File: config.mk
export PLATFORM = sky130hd
export DESIGN_NAME = button_press_reader
export DESIGN_NICKNAME = d
export VERILOG_FILES = /design/src/rtl/btn_pkg.sv /design/src/rtl/sync_2ff.sv /design/src/rtl/button_press_reader.sv
export SDC_FILE = /design/constraint.sdc
export NUM_CORES = 1
export LEC_CHECK = 0
export ABC_CLOCK_PERIOD_IN_PS = 3950
export CAP_MARGIN = 40
export CORE_ASPECT_RATIO = 1.75
export CORE_MARGIN = 10
export CORE_UTILIZATION = 45
export DETAILED_ROUTE_END_ITERATION = 6
export GPL_ROUTABILITY_DRIVEN = 1
export PLACE_DENSITY = 0.67
export SYNTH_ARGS = -nofsm -noshare
export SYNTH_HDL_FRONTEND = slang
export SYNTH_SLANG_ARGS = --single-unit
File: constraint.sdc
create_clock -name clk -period 3.95 [get_ports clk]
set_clock_uncertainty 0.05 [all_clocks]
set_input_delay 0.5925 -clock clk [delete_from_list [all_inputs] [get_ports clk]]
set_output_delay 0.5925 -clock clk [all_outputs]
set_load 0.05 [all_outputs]
File: src/rtl/btn_pkg.sv
// Shared definitions for the push-button reader: debounce FSM state encoding
// and the millisecond-to-clock-cycle conversion used to size its timers.
package btn_pkg;

  typedef enum logic [1:0] {
    ST_IDLE         = 2'd0,
    ST_PRESS_WAIT   = 2'd1,
    ST_HELD         = 2'd2,
    ST_RELEASE_WAIT = 2'd3
  } btn_state_t;

  // Never returns zero so a tiny clock or duration still yields a usable timer.
  function automatic int unsigned ms_to_cycles(input int unsigned clk_hz,
                                               input int unsigned ms);
    int unsigned cycles;
    cycles = (clk_hz / 32'd1000) * ms;
    if (cycles < 32'd1) begin
      return 32'd1;
    end else begin
      return cycles;
    end
  endfunction

endpackage

File: src/rtl/sync_2ff.sv
// Two-flop synchroniser for a single asynchronous bit; both stages reset to
// RST_VAL so the downstream logic sees a defined level out of reset.
module sync_2ff #(
  parameter logic RST_VAL = 1'b0
) (
  input  logic clk,
  input  logic rst_n,
  input  logic d,
  output logic q
);

  logic meta_r;
  logic sync_r;

  // Metastability-hardening shift chain.
  always_ff @(posedge clk or negedge rst_n) begin
    if (!rst_n) begin
      meta_r <= RST_VAL;
      sync_r <= RST_VAL;
    end else begin
      meta_r <= d;
      sync_r <= meta_r;
    end
  end

  assign q = sync_r;

endmodule

File: src/rtl/button_press_reader.sv
// Conditions one raw push-button pad into clean press/release/long-press events
// and keeps a wrapping count of accepted presses.
module button_press_reader
  import btn_pkg::*;
#(
  parameter int unsigned CLK_FREQ_HZ    = 12000000,
  parameter int unsigned DEBOUNCE_MS    = 10,
  parameter int unsigned LONG_PRESS_MS  = 1000,
  parameter int unsigned COUNT_W        = 4,
  parameter bit          BTN_ACTIVE_LOW = 1'b1
) (
  input  logic               clk,
  input  logic               rst_n,
  input  logic               btn,
  output logic               pressed,
  output logic               press_pulse,
  output logic               release_pulse,
  output logic               long_pulse,
  output logic               long_active,
  output logic [COUNT_W-1:0] press_count
);

  localparam int unsigned DB_CYCLES   = ms_to_cycles(CLK_FREQ_HZ, DEBOUNCE_MS);
  localparam int unsigned LONG_CYCLES = ms_to_cycles(CLK_FREQ_HZ, LONG_PRESS_MS);
  localparam int unsigned DB_W        = $clog2(DB_CYCLES + 32'd1);
  localparam int unsigned LONG_W      = $clog2(LONG_CYCLES + 32'd1);

  localparam logic [DB_W-1:0]   DB_LAST   = DB_W'(DB_CYCLES - 32'd1);
  localparam logic [LONG_W-1:0] LONG_MAX  = LONG_W'(LONG_CYCLES);
  localparam logic [LONG_W-1:0] LONG_LAST = LONG_W'(LONG_CYCLES - 32'd1);

  btn_state_t          state_r;
  btn_state_t          state_s;
  logic                btn_act_s;
  logic                btn_sync_s;
  logic                db_done_s;

  logic [DB_W-1:0]     db_cnt_r;
  logic [DB_W-1:0]     db_cnt_s;
  logic [LONG_W-1:0]   hold_cnt_r;
  logic [LONG_W-1:0]   hold_cnt_s;
  logic [COUNT_W-1:0]  press_count_r;
  logic [COUNT_W-1:0]  press_count_s;
  logic                pressed_r;
  logic                pressed_s;
  logic                press_pulse_r;
  logic                press_pulse_s;
  logic                release_pulse_r;
  logic                release_pulse_s;
  logic                long_pulse_r;
  logic                long_pulse_s;
  logic                long_active_r;
  logic                long_active_s;
  logic                hold_step_s;

  // Normalise polarity so the synchroniser reset value is always "not pressed".
  assign btn_act_s = btn ^ BTN_ACTIVE_LOW;

  sync_2ff #(
    .RST_VAL(1'b0)
  ) u_sync (
    .clk  (clk),
    .rst_n(rst_n),
    .d    (btn_act_s),
    .q    (btn_sync_s)
  );

  assign db_done_s = (db_cnt_r == DB_LAST);

  // Debounce FSM state register.
  always_ff @(posedge clk or negedge rst_n) begin
    if (!rst_n) begin
      state_r <= ST_IDLE;
    end else begin
      state_r <= state_s;
    end
  end

  // Debounce FSM next-state logic.
  always_comb begin
    state_s = state_r;
    case (state_r)
      ST_IDLE: begin
        if (btn_sync_s) state_s = ST_PRESS_WAIT;
        else            state_s = ST_IDLE;
      end
      ST_PRESS_WAIT: begin
        if (!btn_sync_s)     state_s = ST_IDLE;
        else if (db_done_s)  state_s = ST_HELD;
        else                 state_s = ST_PRESS_WAIT;
      end
      ST_HELD: begin
        if (btn_sync_s) state_s = ST_HELD;
        else            state_s = ST_RELEASE_WAIT;
      end
      ST_RELEASE_WAIT: begin
        if (btn_sync_s)      state_s = ST_HELD;
        else if (db_done_s)  state_s = ST_IDLE;
        else                 state_s = ST_RELEASE_WAIT;
      end
      default: state_s = ST_IDLE;
    endcase
  end

  // Next values for timers, counter and registered event outputs.
  always_comb begin
    db_cnt_s        = db_cnt_r;
    hold_cnt_s      = hold_cnt_r;
    press_count_s   = press_count_r;
    press_pulse_s   = 1'b0;
    release_pulse_s = 1'b0;
    long_pulse_s    = 1'b0;
    long_active_s   = long_active_r;
    hold_step_s     = 1'b0;
    pressed_s       = (state_s == ST_HELD) || (state_s == ST_RELEASE_WAIT);

    case (state_r)
      ST_IDLE: begin
        db_cnt_s = '0;
      end
      ST_PRESS_WAIT: begin
        if (state_s == ST_HELD) begin
          db_cnt_s      = '0;
          hold_cnt_s    = '0;
          press_pulse_s = 1'b1;
          press_count_s = press_count_r + COUNT_W'(1'b1);
        end else begin
          db_cnt_s = db_cnt_r + DB_W'(1'b1);
        end
      end
      ST_HELD: begin
        db_cnt_s    = '0;
        hold_step_s = 1'b1;
      end
      ST_RELEASE_WAIT: begin
        // A release accepted on the threshold edge wins over the long event.
        if (state_s == ST_IDLE) begin
          db_cnt_s        = '0;
          release_pulse_s = 1'b1;
          long_active_s   = 1'b0;
        end else if (state_s == ST_HELD) begin
          db_cnt_s    = '0;
          hold_step_s = 1'b1;
        end else begin
          db_cnt_s    = db_cnt_r + DB_W'(1'b1);
          hold_step_s = 1'b1;
        end
      end
      default: begin
        db_cnt_s = '0;
      end
    endcase

    // Hold timer saturates, so long_pulse fires at most once per press.
    if (hold_step_s && (hold_cnt_r != LONG_MAX)) begin
      hold_cnt_s = hold_cnt_r + LONG_W'(1'b1);
      if (hold_cnt_r == LONG_LAST) begin
        long_pulse_s  = 1'b1;
        long_active_s = 1'b1;
      end else begin
        long_pulse_s  = 1'b0;
      end
    end else begin
      hold_cnt_s = hold_cnt_s;
    end
  end

  // Timers, press counter and output registers.
  always_ff @(posedge clk or negedge rst_n) begin
    if (!rst_n) begin
      db_cnt_r        <= '0;
      hold_cnt_r      <= '0;
      press_count_r   <= '0;
      pressed_r       <= 1'b0;
      press_pulse_r   <= 1'b0;
      release_pulse_r <= 1'b0;
      long_pulse_r    <= 1'b0;
      long_active_r   <= 1'b0;
    end else begin
      db_cnt_r        <= db_cnt_s;
      hold_cnt_r      <= hold_cnt_s;
      press_count_r   <= press_count_s;
      pressed_r       <= pressed_s;
      press_pulse_r   <= press_pulse_s;
      release_pulse_r <= release_pulse_s;
      long_pulse_r    <= long_pulse_s;
      long_active_r   <= long_active_s;
    end
  end

  assign pressed       = pressed_r;
  assign press_pulse   = press_pulse_r;
  assign release_pulse = release_pulse_r;
  assign long_pulse    = long_pulse_r;
  assign long_active   = long_active_r;
  assign press_count   = press_count_r;

endmodule

==> run summary <==
Hold Path Class -> primary input to async pin
I/O Buffers -> 11
Cells after Synth -> 284
fin cells -> 378
Setup crit start -> db_cnt_r[0]$_DFF_PN0_
synth warn -> 0
post-synth top area cell -> dfrtp_1
Max VDD drop -> 0.216 mV
Placed Instances -> 370
Syn Nets -> 291
min Tclk post-route -> 2.47 ns
die height -> 125 um
endpoints failing setup -> 0
clock transition at the registers of the reported paths -> 0.10 ns
Clock Root Buffer -> clkbuf_8
CTS Buf Count -> 5
Total Wirelength -> 6100 um
FP Rows -> 38
Total Neg Setup Slack -> 0 ns
Netlist cell types -> 48
Worst setup EP type -> flop
detailed-route wire length per cell -> 16.1 um
Longest Clk Path Bufs -> 2
RR Startpoint -> db_cnt_r[0]$_DFF_PN0_
Area Growth Syn to Fin -> 9.54%
fmax -> 406 MHz
RSZ-0062 raised after global routing -> no
CP required -> 4.10 ns
CP startpoint kind -> flop
Vias/cell -> 5.78
Synth top area share -> 0.473
Seq cells post-synth -> 54
pwr dens -> 286 nW/um^2
max-cap violations -> 0
Worst slew margin -> 0.531
# nets final -> 304
ranking of synthesized cells by area -> dfrtp_1, nor2_1, and4_1
Post-DRT Antenna Nets -> 0
hold_buf cts -> 0
Pleak -> 0.00140 uW
full die area -> 10100 sq um
largest net degree at the start of global routing -> 33
ys async rst share -> 1.00
EDFF count, synth -> 0
layout cells sized above 1 -> 0.0906
Final HPWL DP -> 4330 um
vias in the first global route -> 2191
global route total overflow -> 0
first-pass GRT wire length -> 10800 um
initial antenna violation count -> 0
top_reg_cell synth -> dfrtp_1
via count -> 2186
critical path class -> flop to flop
Seq/Total Area, Yosys -> 0.473
iteration count of the initial detailed-routing pass -> 4
n_diodes -> 0
clk_lat worst skew -> 0.31 ns
Final period util -> 0.624
Starting Density -> 0.463
Final Power -> 896 uW
number of setup buffers added after CTS -> 0
DR iter-0 viols -> 116
TritonCTS clock tree -> yes
DRC errors left -> 0
CTS HTree Levels -> 2
worst slew pin tran -> 0.704 ns
Worst Path Max Fanout -> 19
Die W -> 80.3 um
status -> completed
routability cong. -> 0.801
CTS sink cnt -> 54
Avg Cell Area, Syn -> 10.1 sq um
gr usage total -> 0.130
Arrival @ worst endpoint -> 2.62 ns
Slew Viols, Final -> 0
total core area -> 6180 sq um
io pins -> 12
final count of hold timing violations -> 0
Mapped Area -> 2860 sq um
PostCTS Resize Cnt -> 0
[placed cells by master, fill, tap and decap left out, drive strengths merged, types with 2 or more instances in the layout]
master         instances
a211oi                 3
xor2                  10
and3                   6
or3                    3
clkbuf                 5
a21o                   3
nor3                   9
clkinv                 2
nand4                 15
dfrtp                 54
inv                   12
nand2b                 2
o211ai                 3
and4b                  2
a211o                  8
clkdlybuf4s50         10
nor4bb                 3
nor4                  12
or4                    6
a31oi                  3
and4                  11
mux2i                  5
nand2                 20
o21ai                  7
nand3                 19
nor2                  26
buf                    6
mux2                   3
nor2b                  2
ha                     4
xnor2                  9
o21a                   2
a21oi                  3
[per-stage QoR]
step | instance area (sq um) | setup WS (ns) | hold WS (ns) | util
after global placement | 3040 | 1.58 | 0.291 | 0.492
after global routing | 3130 | 1.32 | 0.311 | 0.507
final | 3130 | 1.48 | 0.270 | 0.507
after floorplan | 2860 | 1.84 | 0.247 | -
after CTS | 3130 | 1.50 | 0.299 | 0.507
after detailed placement | 3040 | 1.52 | 0.290 | 0.492
[cell type report]
class / count / area [sq um]
well taps: 80 / 100
clock inverters: 3 / 21.3
flip-flops and latches: 54 / 1350
inverters: 12 / 45.0
multi-input cells: 208 / 1400
fillers: 596 / 3050
clock buffers: 5 / 68.8
repair buffers: 16 / 143
[kinds of logic after synthesis]
group | after synthesis | synth area share
xor gates and xnor gates | 19 | 0.0582
and+or+nand+nor | 140 | 0.294
DFF | 54 | 0.473
adders and majority gates | 4 | 0.0175
muxes | 8 | 0.0293
AOI/OAI and AO/OA | 37 | 0.0915
buffers and inverters | 22 | 0.0368
[per-layer routing]
layer | part of all wire | vias to the layer above | GRT usage | routed length, um
li1 | - | 1074 | - | -
met1 | 0.41 | 1081 | 0.149 | 2520
met2 | 0.55 | 22 | 0.231 | 3380
met3 | 0.018 | 9 | 0.0215 | 108
met4 | 0.015 | 0 | 0.0417 | 90
met5 | 0 | - | 0 | 0
[sequential cells by signal, indices dropped and copies added (netlist names), 2 cells and up]
signal,cells
db_cnt_r,17
hold_cnt_r,24
press_count,4
state_r,2
[worst max-delay path, cell delays in order (launching register included)]
cell      delay, ns
dfrtp_1        0.40
ha_1           0.22
nand3_2        0.11
nor4_4         0.46
nand4b_2       0.49
and4_1         0.37
a211o_1        0.26
[power by group]
| part | switching (uW) | total (uW) | leakage [uW] | internal (uW) |
|---|---|---|---|---|
| registers | 4.63 | 561 | 0.000745 | 556 |
| logic | 16.7 | 22.9 | 0.000614 | 6.24 |
| clock network | 187 | 312 | 0.0000441 | 125 |
| total | 208 | 896 | 0.00140 | 688 |
[synth_stat cells (2+ instances only)]
| library cell | instances |
|---|---|
| nor4_2 | 2 |
| buf_2 | 3 |
| a21o_1 | 3 |
| o21ai_0 | 6 |
| nor4_1 | 9 |
| mux2i_1 | 5 |
| or3_1 | 3 |
| nand2_1 | 19 |
| and4_1 | 11 |
| a211oi_1 | 3 |
| xnor2_1 | 9 |
| a211o_1 | 8 |
| nor4bb_1 | 3 |
| mux2_2 | 3 |
| inv_1 | 12 |
| ha_1 | 4 |
| clkbuf_1 | 4 |
| dfrtp_1 | 54 |
| nor2_1 | 26 |
| and3_1 | 6 |
| a21oi_1 | 3 |
| and4b_1 | 2 |
| nor3_1 | 9 |
| nand3_1 | 17 |
| o211ai_1 | 3 |
| buf_6 | 2 |
| or4_1 | 6 |
| nand2b_1 | 2 |
| nand3_2 | 2 |
| nand4_1 | 14 |
| xor2_1 | 10 |
| nor2b_1 | 2 |
| a31oi_1 | 3 |
| o21a_1 | 2 |
[final timing paths]
path	to	slack (ns)	cells after the start
max in group asynchronous	u_sync.meta_r$_DFF_PN0_	2.80	2
worst min-delay path	press_count[3]$_DFFE_PN0P_	0.27	1
worst max register to register	hold_cnt_r[14]$_DFFE_PN0P_	1.48	6
worst max-delay path	hold_cnt_r[14]$_DFFE_PN0P_	1.48	6
worst min register to register	u_sync.q$_DFF_PN0_	0.31	0
min in group clk	u_sync.q$_DFF_PN0_	0.31	0
Power figures use the tool's default switching activity.
